### config.mk
export PLATFORM = sky130hd
export DESIGN_NAME = datapath_control
export DESIGN_NICKNAME = d
export VERILOG_FILES = /design/src/rtl/datapath_control.sv
export SDC_FILE = /design/constraint.sdc
export NUM_CORES = 1
export LEC_CHECK = 0
export CAP_MARGIN = 5
export CORE_MARGIN = 10
export CORE_UTILIZATION = 36
export CTS_CLUSTER_DIAMETER = 200
export DETAILED_ROUTE_END_ITERATION = 7
export GPL_TIMING_DRIVEN = 0
export MAX_ROUTING_LAYER = met4
export PLACE_DENSITY = 0.79
export SLEW_MARGIN = 20
export SYNTH_ARGS = -nofsm -noshare
export SYNTH_HDL_FRONTEND = slang
export SYNTH_SLANG_ARGS = --single-unit
### constraint.sdc
create_clock -name clock -period 1.5 [get_ports clock]
set_input_delay 0.225 -clock clock [delete_from_list [all_inputs] [get_ports clock]]
set_output_delay 0.225 -clock clock [all_outputs]
set_load 0.005 [all_outputs]
### src/rtl/datapath_control.sv
`default_nettype none
// ============================================================================
//  Module      : datapath_control
//  Description : Moore-FSM control unit for the bus datapath. Fetches one
//                8-bit instruction per FETCH state by pulsing the PC
//                `increment` strobe. Each following state then sequences one
//                bus transfer with one-hot `rout` (bus driver) and `ren`
//                (register load) words, plus the ALU `addxor` select.
//  Ports       : clock        in   system clock, rising-edge active
//                resetnot     in   asynchronous active-low reset
//                instruction  in   [7:6] opcode, [5:3] rx, [2:0] ry / imm
//                halt         in   park in IDLE at the next boundary
//                rout         out  bus driver select (R0-R7, G, A, EXTERN)
//                ren          out  register load enable (R0-R7, G, A)
//                addxor       out  ALU op, 0 = add, 1 = xor
//                increment    out  registered PC advance strobe
//                done         out  last execute state of an instruction
//                stage        out  debug state code
//  Revision    : 1.0 - initial release
// ============================================================================
module datapath_control (
    input  logic        clock,
    input  logic        resetnot,
    input  logic [7:0]  instruction,
    input  logic        halt,
    output logic [15:0] rout,
    output logic [15:0] ren,
    output logic        addxor,
    output logic        increment,
    output logic        done,
    output logic [2:0]  stage
);

    // State codes double as the debug `stage` output.
    typedef enum logic [2:0] {
        S_IDLE  = 3'd0,
        S_FETCH = 3'd1,
        S_T1    = 3'd2,
        S_T2    = 3'd3,
        S_T3    = 3'd4
    } state_t;

    localparam logic [1:0]  c_OP_LD   = 2'b01;
    localparam int          c_G_BIT   = 8;
    localparam int          c_A_BIT   = 9;
    localparam logic [15:0] c_EXT_SEL = 16'h0400;

    state_t      r_state_q;
    state_t      w_state_d;
    logic [7:0]  r_ir_q;
    logic [7:0]  w_ir_d;
    logic        r_increment_q;
    logic        w_increment_d;

    logic [1:0]  w_op;
    logic [2:0]  w_rx;
    logic [2:0]  w_ry;
    logic        w_is_alu;
    logic [15:0] w_rx_sel;
    logic [15:0] w_ry_sel;
    state_t      w_boundary_next;

    // Execute states decode only the captured IR, never the live input.
    assign w_op     = r_ir_q[7:6];
    assign w_rx     = r_ir_q[5:3];
    assign w_ry     = r_ir_q[2:0];
    assign w_is_alu = w_op[1];
    assign w_rx_sel = 16'h0001 << w_rx;
    assign w_ry_sel = 16'h0001 << w_ry;

    // halt is only looked at in IDLE and in done states.
    assign w_boundary_next = halt ? S_IDLE : S_FETCH;

    always_comb begin
        w_state_d = r_state_q;
        w_ir_d    = r_ir_q;
        case (r_state_q)
            S_IDLE: begin
                w_state_d = w_boundary_next;
            end
            S_FETCH: begin
                // instruction has settled by the end of FETCH.
                w_ir_d    = instruction;
                w_state_d = S_T1;
            end
            S_T1: begin
                w_state_d = w_is_alu ? S_T2 : w_boundary_next;
            end
            S_T2: begin
                w_state_d = S_T3;
            end
            S_T3: begin
                w_state_d = w_boundary_next;
            end
            default: begin
                w_state_d = S_IDLE;
            end
        endcase
    end

    // The PC uses increment as a clock, so it comes straight from a flop
    // that is set exactly for the cycle spent in FETCH.
    assign w_increment_d = (w_state_d == S_FETCH);

    always_ff @(posedge clock or negedge resetnot) begin
        if (!resetnot) begin
            r_state_q     <= S_IDLE;
            r_ir_q        <= 8'h00;
            r_increment_q <= 1'b0;
        end else begin
            r_state_q     <= w_state_d;
            r_ir_q        <= w_ir_d;
            r_increment_q <= w_increment_d;
        end
    end

    // Transfer words are decoded from state and IR; the datapath samples
    // them only at the clock edge, so mid-cycle glitches are harmless.
    always_comb begin
        rout   = 16'h0000;
        ren    = 16'h0000;
        addxor = 1'b0;
        done   = 1'b0;
        case (r_state_q)
            S_T1: begin
                if (w_is_alu) begin
                    // A <- Rx
                    rout         = w_rx_sel;
                    ren[c_A_BIT] = 1'b1;
                end else begin
                    // mv: Rx <- Ry, ld: Rx <- EXTERN
                    rout = (w_op == c_OP_LD) ? c_EXT_SEL : w_ry_sel;
                    ren  = w_rx_sel;
                    done = 1'b1;
                end
            end
            S_T2: begin
                // G <- A op Ry; opcode bit 0 selects xor.
                rout         = w_ry_sel;
                ren[c_G_BIT] = 1'b1;
                addxor       = w_op[0];
            end
            S_T3: begin
                // Rx <- G
                rout[c_G_BIT] = 1'b1;
                ren           = w_rx_sel;
                done          = 1'b1;
            end
            default: begin
            end
        endcase
    end

    assign increment = r_increment_q;
    assign stage     = r_state_q;

endmodule
`default_nettype wire

# Word-level counts from Yosys, hierarchy flattened
# Index checks and enable logic that the tools add are counted.
totals:
  input_bits: 11
  reg_bits: 12
  output_inout_bits: 38
  word_cells: 30
op_classes:
  shifts: 2
  muxes: 17
  n_reduce_logical: 2
  n_eq_ne: 6
ops:
  columns: ["cell", "n"]
  rows:
  - ["2-to-1 mux 16 bit", 2]
  - ["one-hot mux 8 bit (2 select lines)", 2]
  - ["<< shifter 1 x 3 -> 16 bit (first input constant)", 2]
  - ["one-hot mux 7 bit (2 select lines)", 2]
  - ["one-hot mux 3 bit (4 select lines)", 1]
  - ["2-to-1 mux 9 bit", 1]
  - ["equality test 3 x 1 -> 1 bit (second input constant)", 2]
  - ["equality test 3 x 2 -> 1 bit (second input constant)", 2]
  - ["2-to-1 mux 6 bit", 1]
  - ["one-hot mux 1 bit (3 select lines)", 2]
  - ["2-to-1 mux 1 bit", 4]
  - ["equality test 3 bit (second input constant)", 1]
  - ["zero test 3 bit", 1]
  - ["equality test 2 x 1 -> 1 bit (second input constant)", 1]
  - ["2-to-1 mux 2 bit", 1]
  - ["one-hot mux 1 bit (2 select lines)", 1]
  - ["OR reduction 2 bit", 1]

# Longest topological paths before layout
# Gate-level depths: netlist of the first run.
logic_depth:
  ltp_word: 4
  depth_mapped: 4
  mapped_depth_nobuf: 3

# Worst setup path before layout of the first run
# Ideal clock, no wire load.
synth_path:
  kind: "register to output"
  start: "reg r_state_q[2] (netlist: stage[2])"
  end: "out ren[0]"
  path_buffers: 1
  path_slack_ns: -0.049
  t_required_ns: 1.275
  arrival_ns: 1.324
  stages_incl_launch_ff: 5
  path_cell_list: "dfrtp_1 > or3b_1 > a21o_1 > buf_6 > nor3_1"
synth_via:
  elab_chain_len: 2
  elab_cells_between_ends: 3
  cone_classes: "eq/ne: 2; mux: 1"
synth_lines:
  columns: ["element", "line_no", "source"]
  rows:
  - ["from (decl)", "48", "state_t r_state_q;"]
  - ["from (signal assigned)", "111", "r_state_q <= w_state_d;"]
  - ["equality test 3 bit / equality test 3 x 2 -> 1 bit (equally long branches)", "124", "case (r_state_q)"]
  - ["one-hot mux 8 bit (2 select lines) *", "124", null]
  - ["to (decl)", "27", "output logic [15:0] ren,"]
# Every way passes the cells marked *; elsewhere a longest branch is shown, timed or not.

# Final worst setup path of the first run
layout_path:
  start: "reg r_state_q[2] (netlist: stage[2])"
  end: "out rout[6]"
layout_via:
  elab_chain_len: 2
  elab_cells_between_ends: 3
  cone_classes: "eq/ne: 2; mux: 1"
layout_lines:
  columns: ["element", "line_no", "source"]
  rows:
  - ["equality test 3 x 2 -> 1 bit", "124", null]
  - ["one-hot mux 8 bit (2 select lines) *", "124", null]
  - ["to (decl)", "26", "output logic [15:0] rout,"]
# Marked as above.

==> results of run 1 <==
-- cell type report --
class	instances	share of cell area [%]
well taps	27	2.25
clock buffers	4	2.41
plain buffers	14	7.65
inverters	3	0.749
multi-input cells	67	37.2
flip-flops and latches	12	20.1
repair buffers	54	29.6
-- stage by stage --
stage | setup WS [ns] | TNS [ns] | util, % | hold slack (ns)
after floorplan | 0.0113 | 0 | - | -0.0706
after global placement | -0.558 | -9.35 | 62.7 | 0.525
after detailed placement | -0.584 | -9.67 | 62.7 | 0.529
after CTS | -0.404 | -6.58 | 68.9 | 0.302
after global routing | -0.488 | -8.65 | 74.4 | 0.327
final | -0.411 | -7.24 | 74.4 | 0.301
-- state kept, by name, summed over array words and instances (netlist names) --
register   cells
increment      1
r_ir_q         8
stage          3
-- final timing paths --
| path | from | endpoint | slack [ns] |
|---|---|---|---|
| max in group asynchronous | resetnot | stage[2] | 0.82 |
| min in group clock | halt | stage[0] | 0.55 |
| worst max register to register | stage[1] | r_ir_q[5] | -0.01 |
| worst max-delay path | stage[2] | rout[6] | -0.41 |
| worst min-delay path | resetnot | r_ir_q[6] | 0.30 |
| worst min register to register | r_ir_q[2] | r_ir_q[2] | 0.59 |
-- repair_timing --
action | in CTS | in global routing
endpoints found under the setup margin | 23 | 32
pin swaps | 9 | 15
setup buffers | 12 | 5
cloned | 0 | 1
gates resized for setup | 108 | 16
-- layout by cell type (no fill, tap or decap), types with 2 or more instances in the layout --
cell             netlist  layout
clkdlybuf4s50_1        0      11
o22ai_2                0       2
o32ai_2                0       2
nand2b_1               5       4
nand3b_1               2       2
o22ai_1                6       4
mux2_4                 0       7
buf_4                 12      23
clkdlybuf4s15_2        0       2
dfrtp_1               12      10
nand2_2                0       2
buf_6                  1       9
dfrtp_2                0       2
nor3_2                 0       8
clkbuf_4               0       3
conb_1                 1      12
and2_1                 2       2
inv_1                  3       3
nand2_1                8       6
dlygate4sd2_1          0       2
clkbuf_8               0       2
buf_2                  0      18
-- power groups by stage --
stage	sequential, W	combinational [W]	clock [W]
after floorplan	0.000638	0.000690	0
after global placement	0.000685	0.00109	0
after detailed placement	0.000694	0.00111	0
after CTS	0.000672	0.00140	0.000259
after global routing	0.000725	0.00186	0.000273
final	0.000705	0.00174	0.000254
-- worst max-delay path, stage by stage, from the launching register on --
cell and delay, ns:
dfrtp_2 0.43, buf_4 0.16, and4bb_2 0.33, buf_6 0.12, nand2_1 0.07, o22ai_1 0.16
buf_2 0.14
-- routing by layer --
metal	part of all wire [%]	routed length, microns	vias to the layer above	GRT usage, %
met2	51	1580	38	20.3
met3	8.4	259	2	3.68
met4	0.52	16	0	4.87
met1	40	1230	419	13.6
li1	-	-	411	-
met5	0	0	-	-
-- cell families after synthesis --
kind of cell / after synthesis
and+or+nand+nor: 35
buffers and inverters: 17
AOI/OAI and AO/OA: 12
DFF: 12
muxes: 8
other: 1
==> results.sh, run 1 <==
export IMPL_status="finished, violations left"
export IMPL_violations="negative setup slack"
export IMPL_cts_buffer_depth=2
export IMPL_maxSlewViolCount=0
export IMPL_cts_buffers=3
export IMPL_period_share_pct=127
export IMPL_grt_setup_unrepaired="yes"
export IMPL_timing_final_ws_setup_ns=-0.411
export IMPL_arrival_ns=1.69
export IMPL_synth_compound_area_share_pct=10.6
export IMPL_grt_pass1_vias=881
export IMPL_coreArea_sq_um=2020
export IMPL_clock_latency_ns=0.27
export IMPL_rows=16
export IMPL_synth_area_sq_um=792
export IMPL_reg2reg_depth=6
export IMPL_yosysTopAreaCell="dfrtp_1"
export IMPL_p_clk_share_pct=9.4
export IMPL_maxCapViolCount=0
export IMPL_finalSetupViolations=22
export IMPL_finalClockSkew_ns=0.00267
export IMPL_initial_utilization_pct=39.2
export IMPL_vias=870
export IMPL_nFillCells=148
export IMPL_synth_fa_ha_area_share_pct=0
export IMPL_antenna_found_initial=0
export IMPL_seqPwrFrac_pct=26.1
export IMPL_power_density_nw_per_um2=1790
export IMPL_synth_area_leaders="dfrtp_1, buf_4, mux2_2"
export IMPL_max_freq_ghz=0.523
export IMPL_ys_flop_type="dfrtp_1"
export IMPL_switchingPower_w=0.00109
export IMPL_drcViolationCount=0
export IMPL_tritoncts="yes"
export IMPL_drive_above_1_share_pct=59.1
export IMPL_cp_end_kind="output pin"
export IMPL_ys_ff_latch=12
export IMPL_synthCells=85
export IMPL_synthArstFlopShare_pct=100
export IMPL_p_comb_share_pct=64.5
export IMPL_place_area_sq_um=1270
export IMPL_multiInputGateArea_sq_um=559
export IMPL_nets=166
export IMPL_period_needed_ns=1.91
export IMPL_ioPinCount=49
export IMPL_synth_mux_area_share_pct=11.4
export IMPL_avgSynthCellArea_sq_um=9.32
export IMPL_cts_sinks=12
export IMPL_cellInternalPower_w=0.00161
export IMPL_synth_xor_area_share_pct=0
export IMPL_min_path_type="in2async"
export IMPL_diodes=0
export IMPL_portBuffers=36
export IMPL_instances_no_fill=181
export IMPL_leakage_nw=0.747
export IMPL_crit_type="reg2out"
export IMPL_ir_drop_uv=1240
export IMPL_hold_buffers=0
export IMPL_finalHoldViolations=0
export IMPL_ys_types=27
export IMPL_die_area_sq_um=4480
export IMPL_yosys_warnings=0
export IMPL_tightestPinTransition_ns=0.535
export IMPL_die_w_microns=66.9
export IMPL_grt_use_total_pct=12.3
export IMPL_synth_common_cells="buf_4, dfrtp_1, mux2_2, nand2_1, nor3_1"
export IMPL_wl_per_cell_microns=17.0
export IMPL_yosys_area_share_simple_pct=25.0
export IMPL_switching_share_pct=40.2
export IMPL_routed_via_density=4.81
export IMPL_clkTransAtPathRegs_ns=0.08
export IMPL_htree_levels=1
export IMPL_drt_first_pass_iters=4
export IMPL_root_buffer="clkbuf_4"
export IMPL_grt_max_degree=13
export IMPL_stdcell_area_sq_um=1500
export IMPL_post_dp_hpwl_mm=1.93
export IMPL_die_h_microns=66.9
export IMPL_seqCellArea_sq_um=303
export IMPL_grt_first_pass_wirelength_mm=4.26
export IMPL_area_growth_syn_to_layout_pct=89.9
export IMPL_crit_fanout=3
export IMPL_gr_total_overflow=0
export IMPL_synth_top_family_by_area="simple AND/OR/NAND/NOR gates"
export IMPL_wirelength_mm=3.09
export IMPL_max_slew_margin_pct=64.2
export IMPL_ys_seq_area_share_pct=37.9
export IMPL_dpl_cell_count=159
export IMPL_place_congestion=0.859
export IMPL_crit_required_ns=1.27
export IMPL_synth_edf_count=0
export IMPL_synth_top_cell_area_share_pct=37.9
export IMPL_startpoint_type="flop"
export IMPL_finalPower_w=0.00270
export IMPL_drt_initial_drc_count=24
export IMPL_detail_route_antenna_nets=0
(Power assumes the default switching activity.)
==> inputs of run 2 (changes only) <==
--- a/config.mk
+++ b/config.mk
@@ -13,7 +13,7 @@
 export GPL_TIMING_DRIVEN = 0
 export MAX_ROUTING_LAYER = met4
 export PLACE_DENSITY = 0.79
-export SLEW_MARGIN = 20
+export SLEW_MARGIN = 15
 export SYNTH_ARGS = -nofsm -noshare
 export SYNTH_HDL_FRONTEND = slang
 export SYNTH_SLANG_ARGS = --single-unit
==> results of run 2 <==
Final layout, timing and power as in run 1 (identical DEF).
